`config.mk`:
```
export PLATFORM = sky130hd
export DESIGN_NAME = router_sync_n
export DESIGN_NICKNAME = d
export VERILOG_FILES = /design/src/rtl/router_sync_n.sv
export SDC_FILE = /design/constraint.sdc
export NUM_CORES = 1
export LEC_CHECK = 0
export ABC_AREA = 1
export ABC_CLOCK_PERIOD_IN_PS = 3000
export BUFFER_PORTS_ARGS = -buffer_cell sky130_fd_sc_hd__buf_2
export CORE_UTILIZATION = 40
export CTS_BUF_LIST = sky130_fd_sc_hd__clkbuf_2
export DETAILED_ROUTE_END_ITERATION = 8
export PLACE_DENSITY = 0.7
export REMOVE_ABC_BUFFERS = 1
export SLEW_MARGIN = 20
export SYNTH_ARGS = -nofsm -noshare
export SYNTH_HDL_FRONTEND = slang
export SYNTH_SLANG_ARGS = --single-unit
```
`constraint.sdc`:
```
create_clock -name clock -period 3 [get_ports clock]
set_input_delay 0.45 -clock clock [delete_from_list [all_inputs] [get_ports clock]]
set_output_delay 0.45 -clock clock [all_outputs]
set_load 0.1 [all_outputs]
```
`src/rtl/router_sync_n.sv`:
```
// Write-side synchroniser for an N-output packet router: latches the header
// address, steers the FSM write strobe, and watches each output for read stalls.
module router_sync_n #(
    parameter int NUM_PORTS = 3,
    parameter int ADDR_W    = 2,
    parameter int TIMEOUT   = 30,
    parameter int CNT_W     = 5
) (
    input  logic                 clock,
    input  logic                 resetn,
    input  logic [ADDR_W-1:0]    data_in,
    input  logic                 detect_add,
    input  logic                 write_enb_reg,
    input  logic [NUM_PORTS-1:0] full,
    input  logic [NUM_PORTS-1:0] empty,
    input  logic [NUM_PORTS-1:0] read_enb,
    output logic [NUM_PORTS-1:0] write_enb,
    output logic                 fifo_full,
    output logic [NUM_PORTS-1:0] vld_out,
    output logic [NUM_PORTS-1:0] soft_reset,
    output logic                 addr_err
);

    logic [ADDR_W-1:0]    addr_q;
    logic [ADDR_W-1:0]    addr_d;
    logic [NUM_PORTS-1:0] port_sel;

    always_comb begin
        addr_d = addr_q;
        if (detect_add) begin
            addr_d = data_in;
        end
    end

    always_ff @(posedge clock or negedge resetn) begin
        if (!resetn) begin
            addr_q <= '0;
        end else begin
            addr_q <= addr_d;
        end
    end

    // One extra bit so the compare stays meaningful when 2^ADDR_W == NUM_PORTS.
    assign addr_err  = {1'b0, addr_q} >= (ADDR_W + 1)'(NUM_PORTS);
    assign fifo_full = ~addr_err & (|(full & port_sel));
    assign vld_out   = ~empty;

    genvar gi;
    generate
        for (gi = 0; gi < NUM_PORTS; gi++) begin : g_port
            logic [CNT_W-1:0] cnt_q;
            logic [CNT_W-1:0] cnt_d;
            logic             sr_q;
            logic             sr_d;
            logic             stall;
            logic             expired;

            assign port_sel[gi]   = (addr_q == ADDR_W'(gi));
            assign write_enb[gi]  = write_enb_reg & ~addr_err & port_sel[gi] & ~sr_q;
            assign soft_reset[gi] = sr_q;

            assign stall   = vld_out[gi] & ~read_enb[gi];
            assign expired = (cnt_q == CNT_W'(TIMEOUT - 1));

            // The pulse cycle itself never counts toward the next timeout.
            always_comb begin
                cnt_d = '0;
                sr_d  = 1'b0;
                if (!sr_q && stall) begin
                    if (expired) begin
                        sr_d = 1'b1;
                    end else begin
                        cnt_d = cnt_q + CNT_W'(1);
                    end
                end
            end

            always_ff @(posedge clock or negedge resetn) begin
                if (!resetn) begin
                    cnt_q <= '0;
                    sr_q  <= 1'b0;
                end else begin
                    cnt_q <= cnt_d;
                    sr_q  <= sr_d;
                end
            end
        end
    endgenerate

endmodule

```
# After elaboration in Yosys (flattened, before gate mapping)
# Index checks and enable logic that the tools add are counted.
# op_classes
addsub	3
order_cmp	1
eq_ne	5
muxes	12
n_bitwise	20
n_reduce_logical	8
# ops
operator	count
5-bit two-way mux	6
5-bit by 1-bit adder with 5-bit output, second input constant	3
5-bit equality test, second input constant	3
1-bit bitwise AND	11
1-bit NOT	7
1-bit two-way mux	6
3-bit bitwise AND	1
1-bit logical AND	3
1-bit zero test	3
3-bit NOT	1
3-bit OR reduction	1
2-bit by 1-bit equality test with 1-bit output, second input constant	1
2-bit equality test, second input constant	1
2-bit greater-or-equal comparator, second input constant	1
2-bit zero test	1
# word_totals
reg_bits	20
out_inout_bits	11
word_cells	56

# Depth between registers and ports, before layout
# Gate-level depths: netlist of the first run.
# depth
ltp_word	5
mapped_depth	7
depth_no_buf	7

# Least setup slack after synthesis of the first run
# Ideal clock, no wire load.
# synth_path
path_type	register to output
start	register g_port[0].sr_q
end	output port write_enb[0]
arrival_ps	3350
setup_slack_ps	-800
path_stages_with_launch	2
n_path_buf	0
path_cell_list	dfrtp_1 -> nor4_1
# synth_between
elab_chain_len	2
# synth_rtl
element	line_no	text
start, declared	53	logic sr_q;
start signal, assigned	84	sr_q <= sr_d;
1-bit NOT	59	assign write_enb[gi] = write_enb_reg & ~addr_err & port_sel[gi] & ~sr_q;
1-bit bitwise AND	59	
end, declared	17	output logic [NUM_PORTS-1:0] write_enb,
# No other way between the ends.

# Worst setup path in the final report of the first run
# layout_path
start	register addr_q[0]
end	output port write_enb[1]
# layout_between
elab_chain_len	5
word_cells_on_any_way	6
# layout_rtl
element	line_no	text
start, declared	24	logic [ADDR_W-1:0] addr_q;
start signal, assigned	39	addr_q <= addr_d;
2-bit greater-or-equal comparator	44	assign addr_err = {1'b0, addr_q} >= (ADDR_W + 1)'(NUM_PORTS);
1-bit NOT	59	
1-bit bitwise AND	59	
1-bit bitwise AND * (2 in a row)	59	
# Mark *: on every way between the ends. The rest lies on a longest branch, timed or not.

==> results.ini, run 1 <==
[outcome]
status=finished clean

[timing]
timing.slew.headroom_pct=67.7
fmax_mhz=489
layout_min_cycle_time_ns=2.04
fin_crit_sh_pct=68.1
finalHoldViolations=0
setup_viol=0
worst_pin_slew_ns=0.487
fin_hold_ws_ns=0.0346
grt_setup_unrepaired=no
fin_skew_ns=0.00204
slew_violations=0

[placed_design]
dpl_cell_area_mm2=0.00120
dp_hpwl_um=1450
io_buffers=25
gp_congestion=0.707

[worst_setup_path]
reg2reg_from=g_port[1].cnt_q[0]
cp.arrival_ns=1.59
cp-end-kind=output pin
cp_max_fo=5
critPathKind=flop to output pin
critPathLaunchType=flop
cp-startpoint=addr_q[0]
rr_endpoint=g_port[1].cnt_q[1]
worstRegToRegCells=6
cp-endpoint=write_enb[1]
r2r_setup_slack_ns=1.88
required_ns=2.55

[synth]
synthTopCellsByCount=nor2_1, nand2_1, dfrtp_1
synth_cell_types=15
synth_area_mm2=0.00106
async_reset_ff_share_pct=100
synth_warnings=0
synth_cells=126
synth_edf_count=0
yosysSeqAreaShare_pct=47.3
synth.area.top_cells=dfrtp_1, nor2_1, nand2_1
synth_top_area_share_pct=47.3
ys_ff_latch=20
yosysTopAreaCell=dfrtp_1
synth_ff_type=dfrtp_1
syn_avg_cell_area_um2=8.39
synth.most_common_cell=nor2_1

[die]
die_h_um=53.4
start_util_pct=42.7
die_w_um=53.4
rows=18
boundaryPins=26
core_mm2=0.00248
dieArea_mm2=0.00285

[layout]
area_growth_pct=15.0
diodes=0
fin_area_mm2=0.00122
drive_gt1_share_pct=26.3
num-fill-cells=236
nets=174

[grt]
overflow=0
antenna_found_initial=0
top_usage_layer=met2
grt_pass1_wl_um=2820
grt_max_degree=21
use_met1_pct=14.9
grt_use_total_pct=14.0
use_met2_pct=25.2
met3_usage_pct=2.01
grt_pass1_vias=723

[clock_network]
cts_sinks=20
cts_tree=built
cts_resized=0
cts-root-buf=clkbuf_2
clock_latency_ns=0.32
cts_max_path_buffers=2
post_cts.repair.setup_buffers=0
hold_buffers=0
clkTransAtPathRegs_ns=0.18
numCtsBuffers=3
cts_htree_levels=1

[drt]
wirelength_um=1780
num_vias=829
drt-initial-drc-count=13
ant_nets=0
remaining_drc_errors=0
wl_per_cell_um=9.76
via_per_inst=4.55
dr.pass1.iters=4

[power]
power_leakage_nw=0.709
peakVddDrop_mv=0.184
powerDensity_mw_per_mm2=410

[run]
max-cap-violations=0

[hold_path]
hp-class=input port to asynchronous set/reset pin

[critical path: stages, from the launching register on]
cell and delay [ns]:
dfrtp_1 0.46, inv_2 0.08, nor4_1 0.25, buf_2 0.48
[per-layer routing]
metal | wire, um | part of all wire (%) | vias to the layer above
met5 | 0 | 0 | -
met4 | 50 | 2.8 | 0
met3 | 120 | 6.8 | 5
met2 | 829 | 47 | 33
met1 | 778 | 44 | 358
li1 | - | - | 433
[logic make-up after synthesis]
group / count (synthesis) / synth area share [%]
compound gates: 2 / 0.947
simple gates: 68 / 31.5
fa+ha+maj: 6 / 7.10
flops: 20 / 47.3
buf+inv: 27 / 10.7
xor+xnor: 3 / 2.49
[power by group]
| part | internal [mW] | switching (mW) |
|---|---|---|
| sequential | 0.276 | 0.00710 |
| combinational | 0.0218 | 0.0833 |
| clock | 0.0290 | 0.0812 |
| total | 0.327 | 0.172 |
[flip-flops by register name (all words and copies together) (netlist names)]
register / count
g_port.cnt_q: 15
g_port.sr_q: 3
addr_q: 2
[cells in the final DEF (no fill, tap or decap)]
| master | netlist | layout |
|---|---|---|
| and3_1 | 3 | 3 |
| buf_2 | 0 | 25 |
| clkbuf_2 | 0 | 3 |
| clkinv_1 | 0 | 1 |
| dfrtp_1 | 20 | 20 |
| ha_1 | 6 | 6 |
| inv_1 | 19 | 19 |
| inv_2 | 5 | 5 |
| nand2_1 | 21 | 21 |
| nand2_2 | 3 | 3 |
| nand3_1 | 12 | 12 |
| nor2_1 | 22 | 22 |
| nor2_2 | 1 | 1 |
| nor3_4 | 3 | 3 |
| nor4_1 | 3 | 3 |
| o21ai_1 | 2 | 2 |
| xnor2_1 | 3 | 3 |
[worst min path at each step]
| stage | to | startpoint | cells after the start | slack [ns] |
|---|---|---|---|---|
| after global placement | g_port[1].cnt_q[4] | resetn | 1 | 0.41 |
| after global routing | g_port[1].cnt_q[4] | resetn | 1 | 0.03 |
| final | g_port[1].cnt_q[1] | resetn | 1 | 0.03 |
| after CTS | g_port[1].cnt_q[4] | resetn | 1 | 0.04 |
| after floorplan | addr_q[0] | resetn | 0 | 0.15 |
| after detailed placement | g_port[1].cnt_q[4] | resetn | 1 | 0.42 |
[stage by stage]
step | utilization, % | total power [mW] | cells | setup TNS [ns] | setup slack [ns]
detailed placement | 48.3 | 0.394 | 178 | 0 | 1.32
finish | 49.1 | 0.498 | 182 | 0 | 0.956
global route | 49.1 | 0.525 | 182 | 0 | 0.909
floorplan | - | 0.364 | 123 | -3.79 | -1.26
CTS | 49.1 | 0.503 | 182 | 0 | 0.978
global placement | 48.3 | 0.392 | 178 | 0 | 1.36
[cell type report]
type                       instances  area, um2  share of cell area [%]
sequential                        20        500                    41.2
multi-input combinational         79        444                    36.5
timing repair buffer              25        125                    10.3
inverter                          24       90.1                    7.41
tap                               30       37.5                    3.09
clock buffer                       3       15.0                    1.23
clock inverter                     1       3.75                   0.309
No activity file was read; power rests on OpenSTA's default activity.
==> inputs of run 2 (changes only) <==
Settings changed: ABC_AREA 1 to 0, ABC_CLOCK_PERIOD_IN_PS 3000 to 2000, PLACE_DENSITY 0.7 to 0.71.
Clock period 3 ns to 2 ns, I/O delays scaled along.
==> run 2 against run 1 <==
Effect of this change:
- final area shrank 7.8%
- register-to-register slack lost 0.98 ns
- sequential cell count is the same
- first-iteration DRC count shrank 62%
- clock power grew 41%
- hold slack gained 0.14 ns
- worst setup slack lost 0.81 ns
- combinational power grew 52%
- count of clock-buffer cells in the layout is the same
- wire length shrank 11%
- critical path type unchanged
- largest power group unchanged
==> results.ini, run 2 <==
[placed_design]
dp_hpwl_um=1270
gp_congestion=0.716
dp_slack_ns=0.490
dpl_cell_area_mm2=0.00109
dp_cells=137
io_buffers=25

[layout]
drive_gt1_share_pct=31.6
instances_no_fill=142
fin_area_mm2=0.00112
top_register=g_port.cnt_q
diodes=0
largest_reg_flops=15
top_regs=g_port.cnt_q: 15 flops, g_port.sr_q: 3 flops, addr_q: 2 flops
final_cell_mix=buf_2, dfrtp_1, nor2_1
final_common_cell=buf_2
area_growth_pct=17.4
nets=136

[clock_network]
cts_tree=built
clkTransAtPathRegs_ns=0.17
cts-root-buf=clkbuf_2
post_cts.repair.setup_buffers=0
cts_htree_levels=1
numCtsBuffers=3
cts_resized=0
hold_buffers=1
cts_sinks=20
clock_latency_ns=0.29
cts_max_path_buffers=2

[worst_setup_path]
cp-end-kind=output pin
slowest_stage=buf_2
cp.arrival_ns=1.56
worstRegToRegCells=4
r2r_setup_slack_ns=0.90
rr_endpoint=g_port[2].cnt_q[3]
reg2reg_from=g_port[2].cnt_q[0]
worstPathCellList=nor4b_1 -> buf_2
critPathKind=flop to output pin
required_ns=1.70
cp_max_fo=7
critPathLaunchType=flop
cp_slowest_stage_delay_ns=0.48

[grt]
overflow=0
grt_pass1_wl_um=2700
grt_use_total_pct=13.7
grt_max_degree=21
grt_pass1_vias=654
antenna_found_initial=0

[drt]
wl_per_cell_um=11.1
drt-initial-drc-count=5
num_vias=668
wirelength_um=1570
via_per_inst=4.70
ant_nets=0
dr.pass1.iters=2
remaining_drc_errors=0

[timing]
slew_violations=0
fin_skew_ns=0.00381
fin_crit_sh_pct=92.9
layout_min_cycle_time_ns=1.86
setup_viol=0
worst_pin_slew_ns=0.486
layout_setup_ws_ns=0.142
fmax_mhz=538
timing.slew.headroom_pct=67.8
grt_setup_unrepaired=no
finalHoldViolations=0

[die]
boundaryPins=26
die_w_um=50.9
start_util_pct=42.7
core_mm2=0.00223
rows=17
dieArea_mm2=0.00259
die_h_um=50.9

[synth]
synth.most_common_cell=dfrtp_1
ys_ff_latch=20
synth.area.top_cells=dfrtp_1, ha_1, nor2_1
yosysTopAreaCell=dfrtp_1
synth_area_um2=955
synth_top_area_share_pct=52.4
synth_ff_type=dfrtp_1
synth_warnings=0
yosysSeqAreaShare_pct=52.4
synth_cells=87
async_reset_ff_share_pct=100
synthTopCellsByCount=dfrtp_1, nor2_1
syn_avg_cell_area_um2=11.0
synth_edf_count=0
synth_cell_types=22

[hold_path]
hold_end=g_port[0].sr_q
hp-class=input port to flop
hold_start=read_enb[0]
whs_path_depth=2

[power]
peakVddDrop_mv=0.295
powerDensity_mw_per_mm2=661
p_total_mw=0.741
power_leakage_nw=0.561

[run]
max-cap-violations=0

[outcome]
status=finished clean

run 2: cell count changes after synthesis, moves of 5 or more:
| cell | change |
|---|---|
| nand2_1 | -18 |
| inv_2 | -5 |
| nor2_1 | -7 |
| xor2_1 | +6 |
| nand3_1 | -6 |
| inv_1 | -13 |
run 2: layout make-up:
class	instances	area (um2)
Inverter	6	22.5
Multi-Input combinational cell	58	409
Fill cell	220	1110
Clock buffer	3	15.0
Tap cell	28	35.0
Sequential cell	20	500
Clock inverter	1	3.75
Timing Repair Buffer	26	135
run 2: metal layers:
layer / share of wire (%) / vias up / wire [um] / GRT usage [%]
met1: 49 / 308 / 772 / 18.0
li1: - / 343 / - / -
met5: 0 / - / 0 / 0
met4: 0 / 0 / 0 / 5.56
met3: 3.1 / 0 / 49 / 0.893
met2: 48 / 17 / 752 / 23.3
run 2: how the worst max path moves through the flow:
stage,from,slack [ns],depth (start not counted),endpoint
after floorplan,g_port[0].sr_q,-2.34,1,write_enb[0]
after global placement,addr_q[1],0.54,2,write_enb[0]
after detailed placement,addr_q[1],0.49,2,write_enb[0]
after CTS,addr_q[1],0.10,2,write_enb[0]
after global routing,addr_q[1],0.05,2,write_enb[0]
final,addr_q[1],0.14,2,write_enb[0]
run 2: logic make-up (layout without fill, tap and decap cells):
kind of cell | count (synthesis) | count (layout) | synth area share (%)
compound gates | 1 | 1 | 0.524
xor+xnor | 9 | 9 | 8.26
fa+ha+maj | 6 | 6 | 7.86
buf+inv | 9 | 36 | 4.72
flops | 20 | 20 | 52.4
mux | 3 | 3 | 3.41
simple gates | 39 | 39 | 22.8
run 2: metrics by stage:
step,TNS [ns],hold slack (ns),util (%)
after global placement,0,0.265,48.9
after global routing,0,0.122,50.2
after floorplan,-3.80,0.00441,-
final,0,0.172,50.2
after CTS,0,0.144,50.2
after detailed placement,0,0.266,48.9
run 2: power by group:
part           leakage, nW  internal (mW)  total (mW)  switching (mW)
sequential           0.272          0.414       0.426          0.0121
combinational        0.276         0.0365       0.160           0.123
clock               0.0140         0.0435       0.155           0.111
total                0.561          0.494       0.741           0.247
run 2: worst max-delay path: cells and delay by family, from the launching register on:
kind | cells | cell delay, ns
buffers and inverters | 1 | 0.48
flip-flops | 1 | 0.47
AND/OR/NAND/NOR | 1 | 0.32
==> inputs of run 3 (changes only) <==
==> constraint.sdc (replaced) <==
create_clock -name clock -period 2 [get_ports clock]
set_input_delay 0.5 -clock clock [delete_from_list [all_inputs] [get_ports clock]]
set_output_delay 0.5 -clock clock [all_outputs]
set_load 0.1 [all_outputs]
==> run 3 against run 2 <==
Effect of this change:
- total power increased by 2.4%
- via count increased by 4.3%
- sequential power about the same
- non-clock buffer count is the same
- global-route usage increased by 2.1 points
- critical path depth grew 1
- worst setup slack worse by 0.053 ns
- final area increased by 4.6%
- register-to-register slack worse by 0.03 ns
==> results.ini, run 3 (synthesis results as in run 2) <==
[clock_network]
numCtsBuffers=3
cts_sinks=20
clock_latency_ns=0.29
cts-root-buf=clkbuf_2
cts_tree=built
hold_buffers=0
clkTransAtPathRegs_ns=0.18
cts_max_path_buffers=2
cts_htree_levels=1

[die]
rows=17
dieArea_mm2=0.00259
start_util_pct=42.7
die_w_um=50.9
boundaryPins=26
die_h_um=50.9
core_mm2=0.00223

[drt]
ant_nets=0
drt-initial-drc-count=3
remaining_drc_errors=0
num_vias=697
wirelength_um=1670
dr.pass1.iters=4
wl_per_cell_um=11.8
via_per_inst=4.91

[grt]
antenna_found_initial=0
grt_pass1_vias=738
grt_max_degree=21
overflow=0
grt_pass1_wl_um=3120
grt_use_total_pct=15.8

[layout]
area_growth_pct=22.8
top_register=g_port.cnt_q
final_cell_mix=buf_2, dfrtp_1, nor2_1
drive_gt1_share_pct=34.2
nets=136
diodes=0
largest_reg_flops=15
final_common_cell=buf_2
top_regs=g_port.cnt_q: 15 flops, g_port.sr_q: 3 flops, addr_q: 2 flops
num-fill-cells=202

[power]
power_leakage_nw=0.574
peakVddDrop_mv=0.312
powerDensity_mw_per_mm2=647
p_total_mw=0.759

[timing]
worst_pin_slew_ns=0.486
fin_crit_sh_pct=95.5
fmax_mhz=523
grt_setup_unrepaired=yes
fin_hold_ws_ns=0.117
timing.slew.headroom_pct=67.8
layout_min_cycle_time_ns=1.91
fin_skew_ns=0.0108
slew_violations=0
tns_ns=0
setup_viol=0
finalHoldViolations=0

[worst_setup_path]
worstRegToRegCells=4
cp.arrival_ns=1.41
r2r_setup_slack_ns=0.87
reg2reg_from=g_port[0].cnt_q[0]
cp-end-kind=output pin
required_ns=1.50
critPathKind=flop to output pin
cp_max_fo=4
rr_endpoint=g_port[0].cnt_q[3]
critPathLaunchType=flop

[outcome]
status=finished clean

[run]
max-cap-violations=0

[placed_design]
dp_hpwl_um=1330
io_buffers=25
gp_congestion=0.748

[hold_path]
hp-class=input port to asynchronous set/reset pin

==> run 3: per-layer routing <==
| layer | global-route usage (%) | up-vias | wire length, um |
|---|---|---|---|
| met1 | 19.3 | 333 | 770 |
| li1 | - | 343 | - |
| met4 | 5.56 | 0 | 12 |
| met2 | 29.1 | 19 | 836 |
| met5 | 0 | - | 0 |
| met3 | 1.19 | 2 | 54 |
==> run 3: worst max-delay path, stage by stage (launching register included) <==
cell	delay [ns]
dfrtp_1	0.47
nor4b_1	0.32
buf_4	0.17
buf_12	0.16
==> run 3: stage by stage <==
step,area (um2),std cells,utilization (%),worst slack [ns]
floorplan,932,84,-,-2.54
CTS,1160,142,52.1,0.00642
global route,1170,142,52.5,-0.00146
detailed placement,1140,138,51.3,0.323
finish,1170,142,52.5,0.0892
global placement,1140,138,51.3,0.336
==> run 3: final cells by class <==
cell class / instances / area, um2 / area share, %
timing repair buffer: 26 / 180 / 15.4
multi-input combinational: 58 / 414 / 35.3
sequential: 20 / 502 / 42.8
clock inverter: 1 / 3.75 / 0.320
inverter: 6 / 22.5 / 1.92
tap: 28 / 35.0 / 2.99
clock buffer: 3 / 15.0 / 1.28
==> run 3: power breakdown <==
| group | leakage [nW] | switching [mW] | internal, mW |
|---|---|---|---|
| combinational | 0.289 | 0.126 | 0.0506 |
| sequential | 0.271 | 0.0135 | 0.415 |
| clock | 0.0140 | 0.111 | 0.0436 |
| total | 0.574 | 0.250 | 0.509 |
==> run 3: worst max path at each step <==
| stage | start | to | slack, ns | cells past startpoint |
|---|---|---|---|---|
| global placement | full[1] | fifo_full | 0.34 | 4 |
| global route | addr_q[1] | write_enb[0] | -0.001 | 3 |
| CTS | addr_q[0] | fifo_full | 0.006 | 3 |
| floorplan | g_port[0].sr_q | write_enb[0] | -2.54 | 1 |
| detailed placement | full[1] | fifo_full | 0.32 | 4 |
| finish | g_port[0].sr_q | write_enb[0] | 0.09 | 3 |
==> run 3: timing repair <==
| item | in CTS | in global routing |
|---|---|---|
| gates resized for setup | 0 | 3 |
| endpoints found under the setup margin | 0 | 3 |
| setup buffers | 0 | 0 |
